`config.mk`:
```
export PLATFORM = sky130hd
export DESIGN_NAME = uart_tx_sched
export DESIGN_NICKNAME = d
export VERILOG_FILES = /design/src/rtl/uart_sched_pkg.sv /design/src/rtl/rr_arb.sv /design/src/rtl/uart_tx_sched.sv
export SDC_FILE = /design/constraint.sdc
export NUM_CORES = 1
export LEC_CHECK = 0
export ABC_AREA = 1
export CORE_ASPECT_RATIO = 0.6
export CORE_MARGIN = 2
export CORE_UTILIZATION = 43
export CTS_BUF_LIST = sky130_fd_sc_hd__clkbuf_4 sky130_fd_sc_hd__clkbuf_8
export CTS_CLUSTER_DIAMETER = 50
export DETAILED_ROUTE_END_ITERATION = 12
export PLACE_DENSITY = 0.83
export SLEW_MARGIN = 0
export SYNTH_ARGS = -nofsm -noshare
export SYNTH_HDL_FRONTEND = slang
export SYNTH_SLANG_ARGS = --single-unit
```
`constraint.sdc`:
```
create_clock -name clk -period 2.05 [get_ports clk]
set_input_delay 0.205 -clock clk [delete_from_list [all_inputs] [get_ports clk]]
set_output_delay 0.205 -clock clk [all_outputs]
set_load 0.01 [all_outputs]
```
`src/rtl/uart_sched_pkg.sv`:
```
// Shared definitions for the UART transmit scheduler: state codes, the
// header tag byte prefix and the round-robin winner search.
package uart_sched_pkg;

  localparam logic [2:0] ST_IDLE  = 3'd0;
  localparam logic [2:0] ST_SEND  = 3'd1;
  localparam logic [2:0] ST_DRAIN = 3'd2;
  localparam logic [2:0] ST_ACK   = 3'd3;
  localparam logic [2:0] ST_HDR   = 3'd4;

  localparam logic [4:0] HDR_TAG  = 5'b10100;
  localparam int         MAX_REQ  = 8;

  // First set bit searching upward from ptr+1 with wrap over n requesters.
  // Walking k downward lets the nearest candidate overwrite farther ones.
  function automatic logic [2:0] first_set_rr(input logic [MAX_REQ-1:0] req,
                                              input logic [2:0] ptr,
                                              input int n);
    logic [2:0] win;
    int         idx;
    win = 3'd0;
    for (int k = MAX_REQ; k >= 1; k--) begin
      if (k <= n) begin
        idx = (int'(ptr) + k) % n;
        if (req[idx]) win = 3'(idx);
      end
    end
    return win;
  endfunction

endpackage

```
`src/rtl/rr_arb.sv`:
```
// Combinational round-robin arbiter: winner after ptr, as index and one-hot.
module rr_arb #(
  parameter int NUM_REQ = 4,
  parameter int ID_W    = 3
) (
  input  logic [NUM_REQ-1:0] req,
  input  logic [ID_W-1:0]    ptr,
  output logic [NUM_REQ-1:0] grant_onehot,
  output logic [ID_W-1:0]    grant_idx,
  output logic               any_req
);
  import uart_sched_pkg::*;

  logic [MAX_REQ-1:0] req_pad;
  logic [2:0]         win;

  assign req_pad      = MAX_REQ'(req);
  assign win          = first_set_rr(req_pad, 3'(ptr), NUM_REQ);
  assign any_req      = |req;
  assign grant_idx    = ID_W'(win);
  assign grant_onehot = any_req ? (NUM_REQ'(1) << win) : '0;

endmodule

```
`src/rtl/uart_tx_sched.sv`:
```
// Round-robin scheduler sharing one UART transmitter between NUM_REQ byte
// sources. Latches byte + parity mode at grant, runs the transmitter's
// ready/valid handshake and pulses req_ack once the frame is out.
// Optional: define UART_SCHED_ID_HEADER_EN to prefix every grant with a
// header frame {HDR_TAG, grant_id[2:0]} carrying the same parity mode.
module uart_tx_sched #(
  parameter int NUM_REQ = 4,
  parameter int ID_W    = 3
) (
  input  logic                 clk,
  input  logic                 ap_rstn,
  input  logic [NUM_REQ-1:0]   req,
  input  logic [NUM_REQ*8-1:0] req_data,
  output logic [NUM_REQ-1:0]   req_ack,
  input  logic                 par_en,
  output logic                 ut_ready,
  input  logic                 ut_valid,
  output logic [7:0]           ut_data,
  output logic                 ut_pairty,
  output logic                 busy,
  output logic [ID_W-1:0]      grant_id
);
  import uart_sched_pkg::*;

  logic [2:0]         state_q, state_d;
  logic [ID_W-1:0]    ptr_q, arb_idx;
  logic [NUM_REQ-1:0] arb_onehot;
  logic               arb_any;
  logic               grant_go;
  logic               hdr_more;
  logic [7:0]         sel_byte;

  rr_arb #(.NUM_REQ(NUM_REQ), .ID_W(ID_W)) u_arb (
    .req          (req),
    .ptr          (ptr_q),
    .grant_onehot (arb_onehot),
    .grant_idx    (arb_idx),
    .any_req      (arb_any)
  );

  // One-hot mux of the winning source's byte
  always_comb begin
    sel_byte = '0;
    for (int i = 0; i < NUM_REQ; i++)
      if (arb_onehot[i]) sel_byte = sel_byte | req_data[8*i +: 8];
  end

  // A stale ut_valid in IDLE blocks the grant until the transmitter is idle
  assign grant_go = (state_q == ST_IDLE) && arb_any && !ut_valid;

`ifdef UART_SCHED_ID_HEADER_EN
  logic       hdr_q;
  logic [7:0] pay_q;

  assign hdr_more = hdr_q;

  // Header flag and parked payload byte; cleared once the header drains
  always_ff @(posedge clk or negedge ap_rstn) begin
    if (!ap_rstn) begin
      hdr_q <= 1'b0;
      pay_q <= '0;
    end else if (grant_go) begin
      hdr_q <= 1'b1;
      pay_q <= sel_byte;
    end else if (state_q == ST_DRAIN && !ut_valid) begin
      hdr_q <= 1'b0;
    end
  end
`else
  assign hdr_more = 1'b0;
`endif

  // State register
  always_ff @(posedge clk or negedge ap_rstn) begin
    if (!ap_rstn) state_q <= ST_IDLE;
    else          state_q <= state_d;
  end

  // Next-state logic; a drained header loops back to SEND for the payload
  always_comb begin
    state_d = state_q;
    case (state_q)
      ST_IDLE:  if (grant_go) state_d = ST_SEND;
      ST_SEND:  if (ut_valid) state_d = ST_DRAIN;
      ST_DRAIN: if (!ut_valid) state_d = hdr_more ? ST_SEND : ST_ACK;
      ST_ACK:   state_d = ST_IDLE;
      default:  state_d = ST_IDLE;
    endcase
  end

  // Grant-time latches; frame data only changes between frames
  always_ff @(posedge clk or negedge ap_rstn) begin
    if (!ap_rstn) begin
      ptr_q     <= ID_W'(NUM_REQ - 1);
      grant_id  <= '0;
      ut_pairty <= 1'b0;
      ut_data   <= '0;
    end else if (grant_go) begin
      ptr_q     <= arb_idx;
      grant_id  <= arb_idx;
      ut_pairty <= par_en;
`ifdef UART_SCHED_ID_HEADER_EN
      ut_data   <= {HDR_TAG, 3'(arb_idx)};
`else
      ut_data   <= sel_byte;
`endif
    end
`ifdef UART_SCHED_ID_HEADER_EN
    else if (state_q == ST_DRAIN && !ut_valid && hdr_q) begin
      ut_data   <= pay_q;
    end
`endif
  end

  // State-decoded outputs
  always_comb begin
    ut_ready = (state_q == ST_SEND);
    busy     = (state_q != ST_IDLE);
    req_ack  = (state_q == ST_ACK) ? (NUM_REQ'(1) << grant_id) : '0;
  end

endmodule

```
### Word-level counts from Yosys, hierarchy flattened

Index checks and enable logic that the tools add are counted.

* register bits: 17
* latch bits: 0
* bits in writable memories: 0
* bits in read-only memories: 0
* bits of input ports: 40
* output and inout port bits: 18
* logic and storage cells: 65
* memories kept: 0

* add/subtract/negate cells: 4
* multipliers: 0
* div/mod/pow operators: 0
* magnitude comparators: 4
* equality and inequality tests: 6
* shift-type cells: 2
* muxes and demuxes: 26
* bitwise logic cells: 7
* reduce and logical (&&, ||, !) cells: 11

Operator list (number)
* 2-to-1 mux 8 bit: 4
* bitwise OR 8 bit: 3
* 2-to-1 mux 3 bit: 7
* < comparator 3 x 5 -> 1 bit (second input constant): 4
* binary-select mux 1 bit (select 3 bit): 4
* one-hot mux 3 bit (3 select lines): 1
* 2-to-1 mux 1 bit: 8
* 2-to-1 mux 4 bit: 2
* OR reduction 2 bit: 4
* << shifter 1 x 3 -> 4 bit (first input constant): 2
* == test 3 x 2 -> 1 bit (second input constant): 2
* adder 2 x 1 -> 2 bit (second input constant): 2
* adder 2 bit (second input constant): 2
* AND 1 bit (first input constant): 4
* != test 2 bit (second input constant): 2
* OR reduction 4 bit: 1
* == test 3 x 1 -> 1 bit (second input constant): 1
* logical NOT 3 bit: 1
* AND reduction 3 bit: 1
* nonzero test 3 bit: 1
* logical AND 1 bit: 2
* != test 2 x 1 -> 1 bit (second input constant): 1
* logical NOT 1 bit: 1

### Depth between registers and ports, before layout

Gate-level depths: netlist (run 1).

* depth after elaboration: 19
* depth in mapped cells: 17
* gate-level depth less buffers: 15

### Modules after synthesis

Synthesis (run 1) repeated with hierarchy kept, for this count alone.

* cells, all modules: 208
* area, all modules: 1308.8 µm²

Modules (own cells, without submodules)
* uart_tx_sched: instances 1, cells an instance 144, area each 970.9 µm², seq. area each 402.9 µm²
* rr_arb: instances 1, cells an instance 64, area each 337.8 µm², seq. area each 0.0 µm²

### Least setup slack after synthesis (run 1)

No wires, ideal clock.

* path type: reg-to-reg
* from: register ptr_q[0]
* to: register ut_data[1]
* setup time: 0.116 ns
* arrival time: 1.619 ns
* data required time: 1.934 ns
* setup slack: 0.314 ns
* stages on the path, launching flop included: 18
* path buffers: 2
* cells stage by stage: dfstp_2 buf_6 inv_8 nand2_2 nand2_2 nand2_1 nand2_1 nand2_2 nand2_2 nand2_4 nand2_4 buf_6 nand3_2 nand2_1 inv_1 nand3_1 nand2_1 nand2_1

* longest elaborated chain between the ends: 19
* elaborated cells between the ends (all ways): 37
* classes of those cells: add/sub (4); shift (1); mux (21); bitwise (7); reduce/logical (4)

RTL lines
* from (decl): RTL line uart_tx_sched.sv:26 `logic [ID_W-1:0] ptr_q, arb_idx;`
* from (signal assigned): RTL line uart_tx_sched.sv:94 `ptr_q <= ID_W'(NUM_REQ - 1);`
* from (signal assigned): RTL line uart_tx_sched.sv:99 `ptr_q <= arb_idx;`
* adder 2 x 1 -> 2 bit: RTL line uart_sched_pkg.sv:24 `idx = (int'(ptr) + k) % n;`
* OR reduction 2 bit (no line)
* AND 1 bit (no line)
* binary-select mux 1 bit (select 3 bit): RTL line uart_sched_pkg.sv:25 `if (req[idx]) win = 3'(idx);`
* 2-to-1 mux 1 bit (implied by the code) (2 in series): RTL line uart_sched_pkg.sv:25
* 2-to-1 mux 3 bit (3 in series): RTL line uart_sched_pkg.sv:25
* 2-to-1 mux 3 bit *: RTL line uart_sched_pkg.sv:25
* << shifter 1 x 3 -> 4 bit *: RTL line rr_arb.sv:21 `assign grant_onehot = any_req ? (NUM_REQ'(1) << win) : '0;`
* 2-to-1 mux 4 bit *: RTL line rr_arb.sv:21
* 2-to-1 mux 8 bit: RTL line uart_tx_sched.sv:45 `if (arb_onehot[i]) sel_byte = sel_byte | req_data[8*i +: 8];`
* bitwise OR 8 bit: RTL line uart_tx_sched.sv:45
* 2-to-1 mux 8 bit: RTL line uart_tx_sched.sv:45
* bitwise OR 8 bit: RTL line uart_tx_sched.sv:45
* 2-to-1 mux 8 bit: RTL line uart_tx_sched.sv:45
* bitwise OR 8 bit: RTL line uart_tx_sched.sv:45
* 2-to-1 mux 8 bit *: RTL line uart_tx_sched.sv:45
* to (signal assigned): RTL line uart_tx_sched.sv:105 `ut_data <= sel_byte;`
* to (decl): RTL line uart_tx_sched.sv:18 `output logic [7:0] ut_data,`

Every way passes the cells marked *; elsewhere a longest branch is shown, timed or not. The select of a mux whose other input is x is not followed.
A chain may end at the register's enable or synchronous reset.

### Worst setup path in the final report (run 1)

* from: register ptr_q[0]
* to: register ut_data[7]

Same word-level chain as after synthesis.

==> results of run 1 <==
==> power groups by stage <==
stage                     sequential (mW)  clock, mW  combinational [mW]
after global placement              0.584          0                2.12
after CTS                           0.586      0.251                2.21
final                               0.553      0.252                2.27
after global routing                0.571      0.270                2.51
after detailed placement            0.584          0                2.20
after floorplan                     0.581          0                1.50
==> logic make-up after synthesis <==
logic type / Yosys count / synth area share, %
AO/OA/AOI/OAI: 9 / 3.90
adder cells (fa/ha/maj): 4 / 4.00
buffers and inverters: 30 / 11.6
flip-flops: 15 / 30.2
multiplexers: 1 / 0.800
other: 1 / 0.300
AND/OR/NAND/NOR: 126 / 49.2
==> final timing paths <==
path	to	slack [ps]	depth (start not counted)
max	ut_data[7]	100	15
min	ut_data[2]	380	1
max reg2reg	ut_data[7]	100	15
min reg2reg	ut_data[6]	490	2
max in group asynchronous	ut_data[5]	1230	1
min in group clk	ut_data[6]	490	2
==> what timing repair did <==
item	in CTS	in global routing
hold endpoints to repair	0	0
setup buffers	0	2
setup endpoints to repair	0	8
resized for setup	0	0
==> per-layer routing <==
layer / track usage, % / routed length (um) / vias to the layer above
met5: 0 / 0 / -
met4: 2.18 / 0 / 0
met3: 5.09 / 280 / 0
met2: 32.7 / 1510 / 48
met1: 31.7 / 1740 / 637
li1: - / - / 713
==> critical path, stage by stage (launching register included) <==
cell     delay [ps]
dfstp_2         530
buf_4           160
inv_8            60
nand2_2          50
nand2_2          80
nand2_1          70
nand2_1          60
nand2_2         110
nand3_4         100
nand2_4         160
inv_2            70
nor2_4          160
nand2_1          90
nand3_1          90
nand2_1          50
nand2_1          50
==> sequential cells by signal (all words and copies together) (netlist names) <==
signal / cells
state_q: 2
ut_data: 8
grant_id: 2
ptr_q: 2
ut_pairty: 1
==> cell type report <==
class / count / area [um^2] / area share, %
sequential: 15 / 378 / 19.6
tap: 34 / 42.5 / 2.21
multi-input combinational: 141 / 728 / 37.8
clock inverter: 1 / 7.51 / 0.390
clock buffer: 3 / 41.3 / 2.14
inverter: 24 / 97.6 / 5.07
timing repair buffer: 64 / 631 / 32.7
==> placed cells by master, fill, tap and decap left out <==
| cell | n |
|---|---|
| nand2_1 | 71 |
| clkdlybuf4s50_1 | 56 |
| inv_1 | 21 |
| nand3_1 | 18 |
| dfrtp_1 | 13 |
| nor2_1 | 9 |
| nor3_1 | 6 |
| nand3_2 | 6 |
| nand4_1 | 6 |
| buf_4 | 6 |
| o21ai_0 | 5 |
| nand2_2 | 4 |
| ha_1 | 4 |
| a21oi_1 | 3 |
| clkbuf_8 | 3 |
| inv_2 | 2 |
| nand2_4 | 2 |
| nor2_4 | 2 |
| dfstp_2 | 2 |
| inv_8 | 1 |
| o21ai_2 | 1 |
| nand3_4 | 1 |
| nor3_2 | 1 |
| mux2i_1 | 1 |
| conb_1 | 1 |
| clkinvlp_4 | 1 |
| buf_12 | 1 |
| clkbuf_2 | 1 |
==> out/metrics.csv, run 1 <==
metric,value,unit
run_status,"complete, no violations",
end_kind,flop,
setup_ws,100,ps
fin_skew,6.56,ps
maxSlewHeadroom,52.9,%
synth.distinct_cells,25,
clk_latency,250,ps
stdcell_count,282,
p_seq_share,18.0,%
whs,376,ps
drc_errors,0,
required,2240,ps
first_iter_violations,119,
fmax,513,MHz
avgSynthCellArea,6.73,um^2
async_flop_share,100,%
cts_buffers,3,
hold_buffers,0,
start_util,44.4,%
vias,1398,
cap_violations,0,
p_clk_share,8.2,%
switching_share,49.5,%
via_per_inst,4.96,
synth_edf_count,0,
fin_setup_tns,0,ps
netlist_area,0.00125,mm^2
critPathLaunch,ptr_q[0],
io-pin-count,58,
drt_first_pass_iters,4,
ys_warn_count,0,
nets,293,
grt_max_degree,21,
grt_pass1_vias,1233,
fillCellCount,229,
hp-class,in2async,
grt_usage,21.3,%
placementRows,15,
numClockSinks,15,
min_period,1950,ps
syn_to_final_growth,53.9,%
vdd_ir_drop_max,0.000846,V
place.gp.congestion,0.800,
cp_max_fo,9,
portBuffers,56,
preCtsSetupSlack,72.4,ps
fin_area,0.00193,mm^2
antenna_found_initial,0,
fp.dieH,45.8,um
dieArea,0.00337,mm^2
fin_util,68.4,%
wirelength,3.53,mm
critPathKind,reg2reg,
final-hold-violation-count,0,
root_buffer,clkbuf_8,
cts_max_path_buffers,2,
syn_inst,186,
dpl_cell_area,0.00186,mm^2
synth_flop_cell,dfrtp_1,
grt_pass1_wl,5.49,mm
synth_top_area_share,26.0,%
antenna_left,0,
cellPowerDensity,1600,mW/mm^2
worstSetupStartpointType,flop,
clk_pin_slew,70,ps
gr-total-overflow,0,
critical_path_arrival,2140,ps
yosysTopAreaCell,dfrtp_1,
p_comb_share,73.8,%
cts_tree,built,
totalPowerFinal,3.08,mW
finalSetupViolCount,0,
fin_crit_sh,95.1,%
leakagePower,0.925,nW
synthTopCellsByArea,"dfrtp_1, nand2_1, nand3_1, inv_1, nand3_2",
dpl.hpwl,2.78,mm
p_int,1.55,mW
dp_cells,276,
synthTopCellsByCount,"nand2_1, inv_1, nand3_1, dfrtp_1, nor2_1",
switchingPower,1.52,mW
synth_nets,230,
cts_max_level,1,
yosysSeqAreaShare,30.2,%
num_antenna_cells,0,
yosysMostFrequentCell,nand2_1,
die_x,73.6,um
ys_ff_latch,15,
slew_viol_final,0,
timing.rr.start,ptr_q[0],
drive_above_1_share,13.7,%
worst_pin_slew,705,ps
core_area,0.00282,mm^2
wire_per_inst,12.5,um
(Power assumes the default switching activity.)
==> run 2: changes to the inputs <==
Settings changed: CORE_MARGIN 2 to default, CTS_CLUSTER_DIAMETER 50 to 80, PLACE_DENSITY 0.83 to 0.85.
==> run 2 against run 1 <==
Against the previous run: clock skew about the same; largest cell class unchanged; register-to-register slack worse by 90 ps; setup slack worse by 92 ps; utilization up 8.8 points; first-iteration DRC count down 10%; worst hold slack better by 1.8 ps; wire length up 8.7%; die area down 7.0%; highest routed layer is now met4; combinational power up 16%.
==> out/metrics.csv, run 2 (synthesized netlist as in run 1, its figures left out) <==
metric,value,unit
largest_reg_flops,8,
root_buffer,clkbuf_8,
min_period,2040,ps
fin_skew,6.62,ps
drive_above_1_share,20.6,%
worst_pin_slew,715,ps
wire_per_inst,13.5,um
grt_pass1_vias,1191,
place.gp.congestion,0.831,
worstRegToRegCells,15,
dpl.hpwl,2.58,mm
end_kind,flop,
required,2240,ps
fillCellCount,187,
clk_latency,250,ps
start_util,47.6,%
portBuffers,56,
cp_max_fo,9,
layout_common_cells,"nand2_1, clkdlybuf4s50_1, inv_1",
hp-class,in2async,
drc_errors,0,
nets,297,
finalSetupViolCount,0,
fp.dieH,43.8,um
antenna_found_initial,0,
regMostFlops,ut_data,
cts_buffers,3,
worstSetupStartpointType,flop,
leakagePower,0.966,nW
stdcell_count,284,
critical_path_arrival,2230,ps
run_status,"complete, no violations",
grt_usage,23.4,%
core_area,0.00263,mm^2
maxSlewHeadroom,52.2,%
layout_commonest_cell,nand2_1,
numClockSinks,15,
cts_max_level,1,
antenna_left,0,
cts_tree,built,
cts_max_path_buffers,2,
drt_first_pass_iters,4,
dpl_cell_area,0.00183,mm^2
first_iter_violations,107,
fmax,490,MHz
preCtsSetupSlack,17.8,ps
num_antenna_cells,0,
fin_util,77.2,%
syn_to_final_growth,62.2,%
placementRows,14,
grt_pass1_wl,5.60,mm
cap_violations,0,
fin_area,0.00203,mm^2
dieArea,0.00314,mm^2
critPathKind,reg2reg,
via_per_inst,5.02,
cellPowerDensity,1690,mW/mm^2
grt_max_degree,21,
fin_crit_sh,99.6,%
dp_cells,270,
wirelength,3.84,mm
setup_ws,7.94,ps
vias,1426,
final-hold-violation-count,0,
io-pin-count,58,
die_x,71.6,um
clk_pin_slew,70,ps
gr-total-overflow,0,
slew_viol_final,0,
vdd_ir_drop_max,0.000881,V
==> run 2: metal layers <==
layer / GRT usage, % / part of all wire [%]
met1: 35.9 / 50
met2: 31.7 / 41
met3: 7.44 / 8.2
met4: 4.31 / 0.68
met5: 0 / 0
==> run 2: layout make-up <==
type	instances	area (um^2)	share of cell area [%]
multi-input combinational	141	792	39.0
clock inverter	1	5.00	0.247
inverter	24	97.6	4.81
timing repair buffer	68	676	33.3
sequential	15	378	18.6
tap	32	40.0	1.97
clock buffer	3	41.3	2.03
==> run 2: final timing paths <==
| kind | start | to | slack, ps |
|---|---|---|---|
| hold / removal | ap_rstn | state_q[1] | 380 |
| setup reg to reg | ptr_q[0] | ut_data[7] | 8 |
| min in group clk | ut_data[0] | ut_data[0] | 480 |
| setup / recovery | ptr_q[0] | ut_data[7] | 8 |
| hold reg to reg | ut_data[0] | ut_data[0] | 480 |
| max in group asynchronous | ap_rstn | ut_data[7] | 1210 |
==> run 2: power by group <==
part	switching (mW)	internal, mW
combinational	1.47	1.16
sequential	0.105	0.451
clock	0.114	0.135
==> run 2: metrics by stage <==
step / power (mW) / hold WS, ps / TNS (ps)
3_5_place_dp: 2.68 / 463 / 0
4_1_cts: 2.95 / 400 / 0
3_3_place_gp: 2.63 / 467 / 0
6_report: 3.43 / 378 / 0
5_1_grt: 3.72 / 442 / -411
2_1_floorplan: 2.08 / -90.6 / 0
==> run 2: repair_timing <==
item	in CTS	in global routing
setup buffers	0	10
setup endpoints to repair	0	8
gates resized for setup	0	19
hold buffers	0	0
==> run 2: critical path, cell delays in order, from the launching register on <==
cell     delay (ps)
dfstp_2         560
buf_12          120
inv_8            50
nand2_2          70
nand2_4          70
nand2_1          70
nand2_1          70
nand2_2         110
nand2_2          90
nand2_4         140
nand3_4          90
nor2_4          250
nand2_1         110
nand3_1          80
nand2_1          60
nand2_1          60
